[config.mk]
export PLATFORM = sky130hd
export DESIGN_NAME = gpio_in_capture
export DESIGN_NICKNAME = d
export VERILOG_FILES = /design/src/rtl/gpio_in_capture.sv
export SDC_FILE = /design/constraint.sdc
export NUM_CORES = 1
export LEC_CHECK = 0
export CORE_UTILIZATION = 55
export DETAILED_ROUTE_END_ITERATION = 6
export PLACE_DENSITY = 0.84
export SYNTH_ARGS = -nofsm -noshare
export SYNTH_HDL_FRONTEND = slang
export SYNTH_SLANG_ARGS = --single-unit
[constraint.sdc]
create_clock -name CLOCK_50 -period 7.09 [get_ports CLOCK_50]
set_input_delay 2.127 -clock CLOCK_50 [delete_from_list [all_inputs] [get_ports CLOCK_50]]
set_output_delay 2.127 -clock CLOCK_50 [all_outputs]
set_load 0.03 [all_outputs]
[src/rtl/gpio_in_capture.sv]
// GPIO header input capture: 2-flop synchronizer, per-byte-lane debounce, sticky rise flags, change counter.
// Optional feature macro: GPIO_IN_DEBOUNCE_EN (undefined: lanes follow the synchronizer directly).
module gpio_in_capture #(
  parameter int unsigned DEBOUNCE_CYCLES = 250000
) (
  input  logic        CLOCK_50,
  input  logic        reset,
  input  logic [31:0] GPIO,
  input  logic [1:0]  sel,
  input  logic        clear,
  output logic [7:0]  data_out,
  output logic [7:0]  rise_out,
  output logic [31:0] gpio_all,
  output logic        changed,
  output logic [15:0] event_count
);

  if (DEBOUNCE_CYCLES < 1 || DEBOUNCE_CYCLES > 32'd1048575) begin : g_bad_debounce
    $error("DEBOUNCE_CYCLES out of range 1..2^20-1");
  end

  logic [31:0] sync1, sync2;
  logic [31:0] deb, deb_next;
  logic [31:0] flags;
  logic [3:0]  lane_upd;
  logic        any_upd;

`ifdef GPIO_IN_DEBOUNCE_EN
  localparam logic [19:0] CNT_LAST = 20'(DEBOUNCE_CYCLES - 1);

  logic [7:0]  cand [4];
  logic [19:0] cnt  [4];

  always_ff @(posedge CLOCK_50) begin
    if (reset) begin
      for (int unsigned l = 0; l < 4; l++) begin
        cand[l] <= '0;
        cnt[l]  <= '0;
      end
    end else begin
      for (int unsigned l = 0; l < 4; l++) begin
        if (sync2[8*l +: 8] != cand[l]) begin
          cand[l] <= sync2[8*l +: 8];
          cnt[l]  <= '0;
        end else if (cand[l] != deb[8*l +: 8]) begin
          if (cnt[l] == CNT_LAST) cnt[l] <= '0;
          else                    cnt[l] <= cnt[l] + 20'd1;
        end
      end
    end
  end

  // A lane commits only when its candidate is still being confirmed by sync2 this cycle.
  always_comb begin
    lane_upd = '0;
    deb_next = deb;
    for (int unsigned l = 0; l < 4; l++) begin
      if (sync2[8*l +: 8] == cand[l] && cand[l] != deb[8*l +: 8] && cnt[l] == CNT_LAST) begin
        lane_upd[l]         = 1'b1;
        deb_next[8*l +: 8]  = cand[l];
      end
    end
  end
`else
  always_comb begin
    lane_upd = '0;
    for (int unsigned l = 0; l < 4; l++) begin
      if (sync2[8*l +: 8] != deb[8*l +: 8]) lane_upd[l] = 1'b1;
    end
    deb_next = sync2;
  end
`endif

  assign any_upd = |lane_upd;

  always_ff @(posedge CLOCK_50) begin
    if (reset) begin
      sync1       <= '0;
      sync2       <= '0;
      deb         <= '0;
      flags       <= '0;
      changed     <= 1'b0;
      event_count <= '0;
    end else begin
      sync1   <= GPIO;
      sync2   <= sync1;
      deb     <= deb_next;
      // Set is OR-ed after the clear so a coincident rise survives.
      flags   <= (clear ? '0 : flags) | (deb_next & ~deb);
      changed <= any_upd;
      if (clear)
        event_count <= {15'd0, any_upd};
      else if (any_upd && event_count != '1)
        event_count <= event_count + 16'd1;
    end
  end

  always_comb begin
    data_out = deb[7:0];
    rise_out = flags[7:0];
    case (sel)
      2'd0: begin data_out = deb[7:0];   rise_out = flags[7:0];   end
      2'd1: begin data_out = deb[15:8];  rise_out = flags[15:8];  end
      2'd2: begin data_out = deb[23:16]; rise_out = flags[23:16]; end
      2'd3: begin data_out = deb[31:24]; rise_out = flags[31:24]; end
      default: ;
    endcase
  end

  assign gpio_all = deb;

endmodule

==> summary.md, run 1 <==
| Metric | Value |
|---|---|
| CP most frequent cell | `clkdlybuf4s50_1` |
| Reg2Reg Depth | `7` |
| Share of post-route cells with drive strength above 1 | `10.7%` |
| Sink Count | `145` |
| CORE AREA | `9370 um^2` |
| All-layer global routing usage | `25.6%` |
| Adder-cell area share of the yosys netlist | `7.65%` |
| CP Launch Point | `sel[1]` |
| Detailed Routing Iterations Pass 1 | `4` |
| Final count of hold timing violations | `0` |
| Crit share post-route | `87.1%` |
| Cell Pwr Density | `259 nW/um^2` |
| # setup viols final | `0` |
| RR Startpoint | `gpio_all[7]$_SDFF_PP0_` |
| DR DRC count | `0` |
| Filler Cell Count | `645` |
| EDFF count, synth | `0` |
| WL/cell | `16.4 um` |
| Crit start category | `input pin` |
| GRT Residual Overflow | `0` |
| HP Class | `register to register` |
| DR vias/cell | `5.32` |
| H-tree depth | `4` |
| Post-CTS resize count | `0` |
| Die Y | `101 um` |
| Vias in the first global route | `3741` |
| Tot Pwr | `1.82 mW` |
| Register bit total from synthesis | `145` |
| Clk root buf | `clkbuf_8` |
| Max-Cap Viols | `0` |
| Post-synthesis mux area share | `6.68%` |
| FFs w/ async S/R, synth | `0%` |
| Critical Path Slowest Stage Cell | `clkdlybuf4s50_1` |
| Sequential area share after synthesis | `53.8%` |
| Delay-heaviest family, CP | `buffers and inverters` |
| Inserted Clock Buffers | `17` |
| First-iteration detailed-routing DRC count | `265` |
| Min Clock Period, post-route | `6180 ps` |
| Mapped Area | `5390 um^2` |
| Final Net Count | `672` |
| End of the critical path | `data_out[2]` |
| Die W | `101 um` |
| Final setup margin | `915 ps` |
| Die area | `10200 um^2` |
| Reg area | `2900 um^2` |
| Leak pwr | `2.69 nW` |
| Slew HR | `31.6%` |
| WP data required | `4960 ps` |
| Final setup TNS | `0 ps` |
| Post-CTS Hold Buffers | `0` |
| Clk slew on worst S/H paths | `60 ps` |
| Stages on worst setup path | `4` |
| Flop2flop setup slack | `4840 ps` |
| RSZ-0062 raised after global routing | `no` |
| ANT nets after route | `0` |
| Syn avg cell area | `10.7 um^2` |
| Via count | `3950` |
| CP bufs+invs | `3` |
| IO buf count | `101` |
| Slew Limit Fails | `0` |
| Synth Area in Simple Gates | `19.9%` |
| Largest net degree at the start of global routing | `96` |
| Cells after DPL | `712` |
| Multi-input gate area | `2250 um^2` |
| Final Skew | `10.6 ps` |
| Finished Layout Cells | `743` |
| Worst setup path category | `input pin to output port` |
| First-pass GRT wire length | `19100 um` |
| Worst VDD drop | `0.179 mV` |
| Final Cell Area | `7030 um^2` |
| Prevailing post-synth register cell | `dfxtp_1` |
| Post-place setup slack | `910 ps` |
| Detailed placement HPWL | `8770 um` |
| Critical R2R Capture | `event_count[9]$_SDFFE_PP0P_` |
| Initial core utilization | `57.6%` |
| Diode count | `0` |
| Sequence of cells on the critical path | `clkdlybuf4s50_1 > buf_4 > mux4_2 > clkdlybuf4s50_1` |
| Row cnt | `35` |
| Syn_nets | `573` |
| Worst-margin pin slew | `1020 ps` |
| Clk buf depth | `2` |
| Synth warn | `0` |
| Cells after Synth | `503` |
| Crit end category | `output port` |
| Crit Path Max Fanout | `16` |
| Area growth, synth to finish | `30.3%` |
| Slowest stage delay, CP | `610 ps` |
| Worst skew pair latency | `520 ps` |
| Yosys cell types | `35` |
| Routability cong. | `0.852` |
| Main combinational cell family by area after synthesis | `simple AND/OR/NAND/NOR gates` |
| I/O pin count | `102` |
| TritonCTS clock tree | `built` |
| Placement Cell Area | `6480 um^2` |
| XOR/XNOR Fraction of Synth Area | `0.162%` |
| Initial antenna violation count | `0` |
| Compound-Gate Fraction of Synth Area | `7.26%` |
| Status | `finished clean` |
| Number of post-CTS setup repair buffers | `0` |
| Max Freq | `162 MHz` |
| Critical Path AT | `4050 ps` |
| Final wirelength | `12200 um` |
cells in the final DEF (no fill, tap or decap), types with 10 or more instances in the layout:
cell type	Yosys	final
dfxtp_1	145	145
clkdlybuf4s50_1	0	100
nor2b_1	96	96
a21oi_1	47	47
nor2_1	44	44
inv_1	36	36
ha_1	33	33
mux4_2	16	16
clkbuf_16	0	16
nand4_1	10	10
through the flow:
step / util, % / hold slack (ps)
4_1_cts: 75.0 / 434
3_5_place_dp: 69.1 / 420
3_3_place_gp: 69.1 / 420
5_1_grt: 75.0 / 449
6_report: 75.0 / 432
2_1_floorplan: - / 414
final cells by class:
type	count	area share, %
flip-flops and latches	145	41.3
clock buffers	18	5.94
inverters	36	1.92
repair buffers	104	14.7
well taps	129	2.30
multi-input cells	298	32.0
clock inverters	13	1.89
registers in the layout (all words and copies together), names as in the netlist:
signal       count
changed          1
deb_next        32
event_count     16
flags           32
gpio_all        32
sync1           32
worst min path at each step:
stage,from,to,slack [ps],cells after the start
2_1_floorplan,sync1[0]$_SDFF_PP0_,deb_next[0]$_SDFF_PP0_,410,1
3_3_place_gp,sync1[5]$_SDFF_PP0_,deb_next[5]$_SDFF_PP0_,420,1
3_5_place_dp,sync1[20]$_SDFF_PP0_,deb_next[20]$_SDFF_PP0_,420,1
4_1_cts,sync1[20]$_SDFF_PP0_,deb_next[20]$_SDFF_PP0_,430,1
5_1_grt,sync1[23]$_SDFF_PP0_,deb_next[23]$_SDFF_PP0_,450,1
6_report,sync1[11]$_SDFF_PP0_,deb_next[11]$_SDFF_PP0_,430,1
logic make-up after synthesis:
family	after synthesis
AND/OR/NAND/NOR	182
flip-flops	145
AO/OA/AOI/OAI	66
buffers and inverters	60
adder cells (fa/ha/maj)	33
multiplexers	16
XOR/XNOR	1
routing by layer:
metal  track usage (%)  wire length, um  up-vias
met2              41.3             5840      151
li1                  -                -     1899
met1              31.6             5040     1877
met4              12.6              323        0
met3              7.49              949       23
met5                 0                0        -
where the power goes:
group          internal [mW]  leakage, nW  switching [mW]  total [mW]
combinational         0.0700         1.24          0.0751       0.145
clock                  0.470        0.268           0.341       0.811
sequential             0.845         1.19          0.0179       0.863
total                   1.38         2.69           0.434        1.82
synth_stat cells, drive strengths merged (3+ instances only):
library cell	n	share of area (%)
dfxtp	145	54
nor2b	96	11
a21oi	48	4.5
nor2	44	3.1
inv	36	2.5
ha	33	7.7
clkbuf	17	1.2
mux4	16	6.7
nand4	12	1.8
nand2	9	0.63
nand3	8	0.93
buf	7	0.79
o21ai	5	0.46
a31o	4	0.65
or3	4	0.46
nor3	3	0.37
nor4	3	1.2
worst register-to-register path: cells and delay by family, from the launching register on:
kind,cells,cell delay [ps]
AND/OR/NAND/NOR,2,260
buffers and inverters,1,90
AO/OA/AOI/OAI,3,1050
flip-flops,1,450
adder cells (fa/ha/maj),1,290
No activity file was read; power rests on OpenSTA's default activity.
==> inputs of run 2 (changes only) <==
--- a/config.mk
+++ b/config.mk
@@ -5,9 +5,11 @@
 export SDC_FILE = /design/constraint.sdc
 export NUM_CORES = 1
 export LEC_CHECK = 0
-export CORE_UTILIZATION = 55
+export CELL_PAD_IN_SITES_DETAIL_PLACEMENT = 0
+export CELL_PAD_IN_SITES_GLOBAL_PLACEMENT = 1
+export CORE_UTILIZATION = 43
 export DETAILED_ROUTE_END_ITERATION = 6
-export PLACE_DENSITY = 0.84
+export PLACE_DENSITY = 0.8
 export SYNTH_ARGS = -nofsm -noshare
 export SYNTH_HDL_FRONTEND = slang
 export SYNTH_SLANG_ARGS = --single-unit
==> run 2 against run 1 <==
Compared with the run above: fmax increased by 0.22%; highest routed layer unchanged; hold slack got worse by 0.67 ps; first-iteration DRC count decreased by 16%; cell area increased by 1.6%; clock skew decreased by 3.8 ps; global-route usage decreased by 6.1 points; setup slack improved by 14 ps; die area increased by 27%; core utilization decreased by 16 points; routed wire length decreased by 3.3%; sequential share of layout area decreased by 0.67 points; register-to-register slack improved by 110 ps; largest cell class unchanged.
==> summary.md, run 2 (synthesis results as in run 1) <==
| Metric | Value |
|---|---|
| Status | `finished clean` |
| Initial antenna violation count | `0` |
| TritonCTS clock tree | `built` |
| HP Class | `register to register` |
| Worst setup path category | `input pin to output port` |
| Sink Count | `145` |
| CP bufs+invs | `3` |
| Slowest stage delay, CP | `610 ps` |
| Final setup margin | `929 ps` |
| # setup viols final | `0` |
| Share of post-route cells with drive strength above 1 | `10.7%` |
| Row cnt | `40` |
| Die Y | `114 um` |
| Cell Pwr Density | `268 nW/um^2` |
| Die area | `13000 um^2` |
| Final count of hold timing violations | `0` |
| Multi-input gate area | `2250 um^2` |
| H-tree depth | `4` |
| Routability cong. | `0.820` |
| WL/cell | `15.0 um` |
| Sequence of cells on the critical path | `clkdlybuf4s50_1 > buf_4 > mux4_2 > clkdlybuf4s50_1` |
| Min Clock Period, post-route | `6160 ps` |
| Most frequent cells in the layout | `145 x dfxtp_1, 100 x clkdlybuf4s50_1, 96 x nor2b_1` |
| CP most frequent cell | `clkdlybuf4s50_1` |
| Inserted Clock Buffers | `17` |
| Diode count | `0` |
| DR DRC count | `0` |
| Worst skew pair latency | `410 ps` |
| Final Skew | `6.79 ps` |
| ANT nets after route | `0` |
| Final Cell Area | `7150 um^2` |
| Largest net degree at the start of global routing | `70` |
| Number of post-CTS setup repair buffers | `0` |
| Utilization after layout | `59.0%` |
| DR vias/cell | `4.83` |
| Crit share post-route | `86.9%` |
| Tot Pwr | `1.92 mW` |
| Slew Limit Fails | `0` |
| Clk root buf | `clkbuf_16` |
| GRT Residual Overflow | `0` |
| Post-CTS Hold Buffers | `0` |
| Critical Path AT | `4030 ps` |
| Via count | `3779` |
| IO buf count | `101` |
| Max Freq | `162 MHz` |
| CORE AREA | `12100 um^2` |
| First-iteration detailed-routing DRC count | `223` |
| Delay-heaviest family, CP | `buffers and inverters` |
| Final wirelength | `11800 um` |
| Post-CTS resize count | `0` |
| Area growth, synth to finish | `32.5%` |
| RSZ-0062 raised after global routing | `no` |
| Reg area | `2900 um^2` |
| Filler Cell Count | `1074` |
| Worst VDD drop | `0.145 mV` |
| Final Net Count | `672` |
| Most common cell after layout, fill and taps aside | `dfxtp_1` |
| All-layer global routing usage | `19.6%` |
| First-pass GRT wire length | `18800 um` |
| Crit end category | `output port` |
| Initial core utilization | `44.5%` |
| Leak pwr | `2.73 nW` |
| Crit start category | `input pin` |
| Final setup TNS | `0 ps` |
| Placement Cell Area | `6530 um^2` |
| Crit Path Max Fanout | `16` |
| Detailed placement HPWL | `8520 um` |
| WP data required | `4960 ps` |
| Max-Cap Viols | `0` |
| Vias in the first global route | `3672` |
| Die W | `114 um` |
| Slew HR | `22.4%` |
| Critical Path Slowest Stage Cell | `clkdlybuf4s50_1` |
| I/O pin count | `102` |
| Detailed Routing Iterations Pass 1 | `4` |
| Worst-margin pin slew | `1160 ps` |
| Clk buf depth | `2` |
| Post-place setup slack | `923 ps` |
| Clk slew on worst S/H paths | `50 ps` |
==> run 2: changes by cell type in the layout (fill, tap and decap cells not counted), sizes merged <==
cell / change
clkbuf: +5
clkinv: -4
inv: -3
bufinv: +2
clkinvlp: +1
==> run 2: final timing paths <==
check	slack (ps)	to	depth (start not counted)	startpoint
setup / recovery	930	data_out[0]	4	sel[1]
hold / removal	430	deb_next[30]$_SDFF_PP0_	1	sync1[30]$_SDFF_PP0_
setup reg to reg	4950	event_count[2]$_SDFFE_PP0P_	6	gpio_all[15]$_SDFF_PP0_
hold reg to reg	430	deb_next[30]$_SDFF_PP0_	1	sync1[30]$_SDFF_PP0_
==> run 2: cell type report <==
cell class / count / share of cell area, %
clock buffers: 23 / 6.83
clock inverters: 9 / 1.80
inverters: 36 / 1.89
multi-input cells: 298 / 31.5
flip-flops and latches: 145 / 40.6
well taps: 168 / 2.94
repair buffers: 104 / 14.4
==> run 2: layer usage <==
metal | wire length [um] | GRT usage, % | part of all wire (%) | vias up
li1 | - | - | - | 1882
met1 | 5640 | 26.6 | 48 | 1764
met2 | 5290 | 29.6 | 45 | 119
met3 | 696 | 6.00 | 5.9 | 14
met4 | 134 | 6.58 | 1.1 | 0
met5 | 0 | 0 | 0 | -
==> run 2: per-stage QoR <==
stage	cells	hold WS, ps
after floorplan	503	414
after global placement	751	420
after detailed placement	751	420
after CTS	783	434
after global routing	783	448
final	783	431
==> run 2: report_power, final <==
part	internal, mW	switching [mW]
Combinational	0.0697	0.0744
Sequential	0.845	0.0169
Clock	0.589	0.321
Total	1.50	0.413
